<file path="src/rtl/ucsbece154b_perf_pkg.sv">
// Shared constants for the dual-issue performance monitor: opcodes, FSM states, read map.
package ucsbece154b_perf_pkg;

    localparam logic [6:0] OP_BRANCH = 7'b1100011;
    localparam logic [6:0] OP_JAL    = 7'b1101111;
    localparam logic [6:0] OP_JALR   = 7'b1100111;

    typedef enum logic [1:0] {
        ST_RUN     = 2'd0,
        ST_HALTED  = 2'd1,
        ST_TIMEOUT = 2'd2
    } state_t;

    localparam logic [2:0] RA_CYCLE       = 3'd0;
    localparam logic [2:0] RA_INSTR       = 3'd1;
    localparam logic [2:0] RA_BRANCH      = 3'd2;
    localparam logic [2:0] RA_BRANCH_MISS = 3'd3;
    localparam logic [2:0] RA_JUMP        = 3'd4;
    localparam logic [2:0] RA_JUMP_MISS   = 3'd5;
    localparam logic [2:0] RA_STATUS      = 3'd6;

    // Number of slots (0..2) raising an event this cycle.
    function automatic logic [1:0] count2(input logic a, input logic b);
        return {1'b0, a} + {1'b0, b};
    endfunction

endpackage

</file>
<file path="src/rtl/ucsbece154b_sat_counter.sv">
// Saturating event counter adding 0..2 per enabled cycle; clamps at all-ones.
module ucsbece154b_sat_counter #(
    parameter int CNT_W = 32
) (
    input  logic             clk,
    input  logic             reset,
    input  logic             clr,
    input  logic             en,
    input  logic [1:0]       inc,
    output logic [CNT_W-1:0] count
);

    logic [CNT_W:0] sum;

    assign sum = {1'b0, count} + {{(CNT_W-1){1'b0}}, inc};

    always_ff @(posedge clk) begin
        if (reset || clr) begin
            count <= '0;
        end else if (en) begin
            count <= sum[CNT_W] ? '1 : sum[CNT_W-1:0];
        end
    end

endmodule

</file>
<file path="src/rtl/ucsbece154b_perf_monitor.sv">
// In-core performance monitor: event counters, halt/timeout FSM and a registered read port.
module ucsbece154b_perf_monitor
    import ucsbece154b_perf_pkg::*;
#(
    parameter int          CNT_W      = 32,
    parameter logic [31:0] NOP_INSTR  = 32'h00000013,
    parameter int          MAX_CYCLES = 500
) (
    input  logic             clk,
    input  logic             reset,
    input  logic             clear_i,
    input  logic [31:0]      PCF_i,
    input  logic [31:0]      PCF2_i,
    input  logic [31:0]      InstrF_i,
    input  logic [31:0]      InstrF2_i,
    input  logic [31:0]      PCE_i,
    input  logic [31:0]      PCE2_i,
    input  logic [6:0]       opE_i,
    input  logic [6:0]       opE2_i,
    input  logic             MispredE_i,
    input  logic             MispredE2_i,
    input  logic             TakenE_i,
    input  logic             TakenE2_i,
    input  logic             rd_req_i,
    input  logic [2:0]       rd_addr_i,
    output logic             rd_valid_o,
    output logic [CNT_W-1:0] rd_data_o,
    output logic             done_o
);

    localparam logic [63:0] TIMEOUT_AT = 64'(MAX_CYCLES - 1);

    state_t            state, state_nx;
    logic [31:0]       prev1, prev2;
    logic              halt, timeout_hit, run;
    logic [CNT_W-1:0]  cycle_cnt, instr_cnt, branch_cnt, branch_miss_cnt, jump_cnt, jump_miss_cnt;
    logic [CNT_W-1:0]  rd_mux;

    logic v1, v2, br1, br2, jp1, jp2;

    assign v1  = (PCE_i  != 32'd0);
    assign v2  = (PCE2_i != 32'd0);
    assign br1 = v1 && (opE_i  == OP_BRANCH);
    assign br2 = v2 && (opE2_i == OP_BRANCH);
    assign jp1 = v1 && ((opE_i  == OP_JAL) || (opE_i  == OP_JALR));
    assign jp2 = v2 && ((opE2_i == OP_JAL) || (opE2_i == OP_JALR));

    assign run  = (state == ST_RUN);
    assign halt = (PCF_i == prev1) && (InstrF_i == NOP_INSTR) &&
                  (PCF2_i == prev2) && (InstrF2_i == NOP_INSTR);
    // Compare in 64 bits so a narrow counter can never alias the timeout count.
    assign timeout_hit = (64'(cycle_cnt) == TIMEOUT_AT);

    always_ff @(posedge clk) begin
        if (reset) begin
            prev1 <= 32'd0;
            prev2 <= 32'd0;
        end else begin
            prev1 <= PCF_i;
            prev2 <= PCF2_i;
        end
    end

    always_ff @(posedge clk) begin
        if (reset || clear_i) state <= ST_RUN;
        else                  state <= state_nx;
    end

    always_comb begin
        state_nx = state;
        done_o   = 1'b1;
        case (state)
            ST_RUN: begin
                done_o = 1'b0;
                if (halt)             state_nx = ST_HALTED;
                else if (timeout_hit) state_nx = ST_TIMEOUT;
            end
            ST_HALTED:  state_nx = ST_HALTED;
            ST_TIMEOUT: state_nx = ST_TIMEOUT;
            default:    state_nx = ST_RUN;
        endcase
    end

    ucsbece154b_sat_counter #(.CNT_W(CNT_W)) u_cycle (
        .clk(clk), .reset(reset), .clr(clear_i), .en(run), .inc(2'd1), .count(cycle_cnt));
    ucsbece154b_sat_counter #(.CNT_W(CNT_W)) u_instr (
        .clk(clk), .reset(reset), .clr(clear_i), .en(run), .inc(count2(v1, v2)), .count(instr_cnt));
    ucsbece154b_sat_counter #(.CNT_W(CNT_W)) u_branch (
        .clk(clk), .reset(reset), .clr(clear_i), .en(run), .inc(count2(br1, br2)), .count(branch_cnt));
    ucsbece154b_sat_counter #(.CNT_W(CNT_W)) u_branch_miss (
        .clk(clk), .reset(reset), .clr(clear_i), .en(run),
        .inc(count2(br1 && MispredE_i, br2 && MispredE2_i)), .count(branch_miss_cnt));
    ucsbece154b_sat_counter #(.CNT_W(CNT_W)) u_jump (
        .clk(clk), .reset(reset), .clr(clear_i), .en(run), .inc(count2(jp1, jp2)), .count(jump_cnt));
    ucsbece154b_sat_counter #(.CNT_W(CNT_W)) u_jump_miss (
        .clk(clk), .reset(reset), .clr(clear_i), .en(run),
        .inc(count2(jp1 && !TakenE_i, jp2 && !TakenE2_i)), .count(jump_miss_cnt));

    always_comb begin
        rd_mux = '0;
        case (rd_addr_i)
            RA_CYCLE:       rd_mux = cycle_cnt;
            RA_INSTR:       rd_mux = instr_cnt;
            RA_BRANCH:      rd_mux = branch_cnt;
            RA_BRANCH_MISS: rd_mux = branch_miss_cnt;
            RA_JUMP:        rd_mux = jump_cnt;
            RA_JUMP_MISS:   rd_mux = jump_miss_cnt;
            RA_STATUS:      rd_mux = CNT_W'(state);
            default:        rd_mux = '0;
        endcase
    end

    always_ff @(posedge clk) begin
        if (reset) begin
            rd_valid_o <= 1'b0;
            rd_data_o  <= '0;
        end else begin
            rd_valid_o <= rd_req_i;
            if (rd_req_i) rd_data_o <= rd_mux;
        end
    end

endmodule

</file>
<file path="config.mk">
export PLATFORM = sky130hd
export DESIGN_NAME = ucsbece154b_perf_monitor
export DESIGN_NICKNAME = d
export VERILOG_FILES = /design/src/rtl/ucsbece154b_perf_pkg.sv /design/src/rtl/ucsbece154b_sat_counter.sv /design/src/rtl/ucsbece154b_perf_monitor.sv
export SDC_FILE = /design/constraint.sdc
export NUM_CORES = 1
export LEC_CHECK = 0
export ABC_AREA = 1
export CORE_UTILIZATION = 45
export CTS_CLUSTER_SIZE = 14
export DETAILED_ROUTE_END_ITERATION = 10
export HOLD_SLACK_MARGIN = 0.06
export PLACE_DENSITY = 0.65
export SLEW_MARGIN = 10
export SYNTH_ARGS = -nofsm -noshare
export SYNTH_HDL_FRONTEND = slang
export SYNTH_SLANG_ARGS = --single-unit
</file>
<file path="constraint.sdc">
create_clock -name clk -period 6.05 [get_ports clk]
set_input_delay 1.21 -clock clk [delete_from_list [all_inputs] [get_ports clk]]
set_output_delay 1.21 -clock clk [all_outputs]
set_load 0.01 [all_outputs]
</file>
==> key figures <==
Status
  – Status: complete, no violations

Drt
  – DRT Wirelength: 62,440 µm
  – Routed met3 length: 5611 µm
  – Drt initial violations: 1,685
  – Vias/cell: 5.393
  – Top sig layer: met5
  – DR vias: 18,510
  – WL met2: 26,730 µm
  – Drt pass-1 iters: 8
  – ANT nets after route: 0
  – Remaining DRCs: 0
  – Wirelength per Cell: 18.19 µm
  – WL met1: 27,830 µm

Final layout
  – Ant diodes: 0
  – Nets@finish: 3,126
  – Area growth, synth to finish: 24.22%
  – Post-route cell area: 0.02127 mm²
  – Layout cells sized above 1: 4.517%

Power
  – Leakage: between 8 and 9 nW
  – Logic pwr share: 7.1%
  – Internal: 0.003487 W
  – P per Cell Area: 212.5 mW/mm²
  – Share of total power in the clock network: around half
  – Sw Ratio: 22.83%
  – VDD IR max: 0.0002064 V
  – Net switching power figure: 0.001032 W
  – Sequential Power Share: a little over two fifths

Clock tree
  – Clock buffer depth: 3
  – CTS H-tree depth: 2
  – Worst skew pair latency: around 0.55 ns
  – TritonCTS Sinks: 291
  – Hold Buf Count CTS: 0
  – CTS tree: yes
  – CTS Root Cell: clkbuf_16
  – Cts repair resizes: 0
  – CTS buffer count: 36
  – Worst-path clk slew: 0.06 ns
  – Setup bufs post-CTS: 0

STA
  – Fin crit period: 4.398 ns
  – Final hold vios: 0
  – Setup TNS: 0 ns
  – Period utilization: 72.69%
  – Relative slew slack: 18.35%
  – Setup Skew: 0.02535 ns
  – Max-slew violation count: 0
  – Fmax: 0.2274 GHz
  – Setup violators final: 0
  – RSZ-0062 raised after global routing: no
  – Setup ws final: 1.652 ns
  – Tightest Pin Transition: between 1 and 1.5 ns

Synthesis
  – Synthesized area: ~0.017 mm²
  – Synthesized netlist cell count: 2,670
  – Post-synthesis simple-gate area fraction: 36.37%
  – Top FF cell, synth: dfxtp_1
  – Async set-reset flop share out of synthesis: 0%
  – #FFs+latches synth: 291
  – Post-Syn Area per Cell: 6.412 µm²
  – Post-Synth XOR/XNOR Area: under 10%
  – Yosys warns: 0
  – EDFF count, synth: 0
  – Syn Nets: 2,898
  – Compound-Gate Fraction of Synth Area: around 11%
  – Adder-cell share of the synthesized area: roughly 1%
  – Main combinational cell family by area after synthesis: simple AND/OR/NAND/NOR gates
  – Multiplexer share of the synthesized area: 0%
  – Seq/Total Area, Yosys: about a third
  – Synth cell types: 49

Global route
  – Total grt overflow: 0
  – Vias in the first global route: 17,400
  – Gr usage total: 32.27%
  – First-pass GRT wire length: between 90,000 and 100,000 µm
  – Initial antenna violation count: 2
  – Largest net degree at the start of global routing: 62

Worst setup path
  – Max stage delay cell, worst path: nand3_1
  – R2R Setup Slk: 2.91 ns
  – R2R cell count: 14
  – Crit-path max FO: 21
  – Worst Setup Start Kind: input port
  – Crit path DAT: 4.88 ns
  – Cell family with most CP delay: simple AND/OR/NAND/NOR gates
  – Slowest stage delay, CP: a little over 0.7 ns
  – Worst endpoint required time: roughly 6.5 ns
  – Crit path capture: u_branch_miss.count[19]$_SDFFE_PP0N_
  – Critical Path Sink Type: flop
  – Cell depth of the worst setup path: 19
  – Cell mode on critical path: nand3_1
  – Reg2reg end: u_branch_miss.count[19]$_SDFFE_PP0N_
  – Buf/Inv on CP: 4
  – WS Path Type: input port to flop
  – RR Startpoint: u_branch_miss.count[0]$_SDFFE_PP0N_
  – Setup crit start: opE2_i[6]
  – CP Cell Sequence: clkdlybuf4s50_1 > nand2_1 > nor2_1 > nand3_1 > nor3_1 > nand3_1 > fa_1 > inv_1 > ha_1 > nand3_1 > inv_1 > nand2_1 > nor2_1 > nand3_1 > nor3_2 > nand3_1 > nand2_1 > nand2_1 > inv_1

Place
  – RePlAce Congestion: 0.9777
  – PortBufs: 250
  – Setup WS pre-CTS: approximately 1.2 ns
  – Hpwl dp: 48,050 µm
  – Placed inst area: between 0.02 and 0.025 mm²

Floorplan
  – Initial Util: 45.56%
  – # rows: 71
  – Die area: 0.03883 mm²
  – Die height: approximately 200 µm
  – Die Wd: about 200 µm
  – Io pins: between 200 and 300
  – CORE AREA: 0.03758 mm²

Run
  – Max-Cap Viols: 0

Worst hold path
  – Class of the worst hold path: flop to flop
-- metrics by stage --
stage	hold WS (ns)	utilization, %	power [W]	instances
5_1_grt	0.4868	56.59	0.004668	3433
6_report	0.4639	56.59	0.004519	3433
2_1_floorplan	0.4445	-	0.002119	2670
3_3_place_gp	0.4515	53.34	0.002304	3371
4_1_cts	0.4668	56.59	0.004551	3433
3_5_place_dp	0.4573	53.34	0.002311	3371
-- power groups by stage --
stage,Sequential [W],Combinational (W),Clock (W)
2_1_floorplan,0.00199,0.000126,0
4_1_cts,0.00195,0.000318,0.00228
5_1_grt,0.00195,0.000348,0.00237
3_3_place_gp,0.00199,0.000310,0
3_5_place_dp,0.00200,0.000316,0
6_report,0.00195,0.000319,0.00225
-- cells by family after synthesis --
group           count (synthesis)
fa+ha+maj                      11
buf+inv                       456
flops                         291
simple gates                 1436
xor+xnor                      137
compound gates                339
-- state kept, by name, summed over array words and instances (netlist names) --
| name | flops |
|---|---|
| rd_valid_o | 1 |
| prev2 | 32 |
| u_branch.count | 32 |
| prev1 | 32 |
| u_instr.count | 32 |
| u_jump_miss.count | 32 |
| state | 2 |
| u_branch_miss.count | 32 |
| rd_data_o | 32 |
| u_cycle.count | 32 |
| u_jump.count | 32 |
-- worst min-delay path by stage --
stage / from / endpoint / cells past startpoint
6_report: rd_data_o[9]$_SDFFE_PP0P_ / rd_data_o[9]$_SDFFE_PP0P_ / 2
4_1_cts: rd_data_o[9]$_SDFFE_PP0P_ / rd_data_o[9]$_SDFFE_PP0P_ / 2
2_1_floorplan: u_branch.count[0]$_SDFFE_PP0N_ / u_branch.count[0]$_SDFFE_PP0N_ / 2
3_3_place_gp: u_branch.count[0]$_SDFFE_PP0N_ / u_branch.count[0]$_SDFFE_PP0N_ / 2
3_5_place_dp: rd_data_o[9]$_SDFFE_PP0P_ / rd_data_o[9]$_SDFFE_PP0P_ / 2
5_1_grt: rd_data_o[25]$_SDFFE_PP0P_ / rd_data_o[25]$_SDFFE_PP0P_ / 2
-- area by class of cell --
class / instances / area, µm²
Timing Repair Buffer: 263 / 2597
Tap cell: 511 / 639.4
Clock buffer: 48 / 1037
Multi-Input combinational cell: 1923 / 9540
Fill cell: 3762 / 16310
Sequential cell: 291 / 5826
Clock inverter: 14 / 186.4
Inverter: 383 / 1440
-- cells in the final DEF, fill, tap and decap left out, types with 14 or more instances in the layout --
cell type	count
buf_4	14
xor2_1	113
o22ai_1	33
o31ai_1	14
a21oi_1	179
dfxtp_1	291
nor2_1	340
nor3_1	93
nor4_1	20
nand2_1	703
o221ai_1	26
clkbuf_16	37
nand3_1	151
clkdlybuf4s50_1	249
xnor2_1	24
o21ai_0	63
nand4_1	58
inv_1	374
-- synthesized netlist by cell type (2+ instances only) --
library cell | instances | area, µm²
o22ai_1 | 33 | 206.5
a21oi_1 | 179 | 895.9
nor4_1 | 20 | 125.1
nor3b_1 | 4 | 30.03
nor3_2 | 10 | 100.1
a31oi_1 | 9 | 56.30
o221ai_1 | 26 | 227.7
o31ai_1 | 14 | 105.1
nand3_2 | 5 | 50.05
buf_2 | 19 | 95.09
inv_2 | 5 | 18.77
o21ai_1 | 3 | 15.01
nor3_4 | 3 | 48.80
clkbuf_1 | 43 | 161.4
o21ai_0 | 63 | 315.3
nor3_1 | 93 | 465.5
a21oi_2 | 4 | 35.03
and3_1 | 2 | 12.51
nor2_4 | 3 | 33.78
nand3_1 | 151 | 755.7
buf_6 | 4 | 45.04
nor2_2 | 8 | 50.05
fa_1 | 5 | 100.1
nand2_2 | 6 | 37.54
or2_2 | 8 | 50.05
buf_1 | 6 | 22.52
nand4_1 | 58 | 362.9
nand3b_1 | 11 | 82.58
ha_1 | 6 | 75.07
nor2_1 | 342 | 1284
nand2_1 | 703 | 2639
dfxtp_1 | 291 | 5826
nand2_4 | 3 | 33.78
xor2_1 | 113 | 989.7
xnor2_1 | 24 | 210.2
inv_1 | 375 | 1408
o211ai_1 | 4 | 30.03
clkinv_1 | 3 | 11.26
-- metal layers --
| metal | up-vias | track usage [%] |
|---|---|---|
| li1 | 9020 | - |
| met1 | 8630 | 44.05 |
| met2 | 741 | 49.59 |
| met3 | 120 | 6.932 |
| met4 | 2 | 12.40 |
| met5 | - | 0 |
-- worst reg2reg max path, stage by stage (launching register included) --
cell	delay, ns
dfxtp_1	0.33
inv_1	0.08
fa_1	0.44
inv_1	0.10
ha_1	0.21
nand3_1	0.13
inv_1	0.11
nand2_1	0.08
nor2_1	0.12
nand3_1	0.10
nor3_2	0.22
nand3_1	0.72
nand2_1	0.29
nand2_1	0.07
inv_1	0.07
No activity file was read; power rests on OpenSTA's default activity.
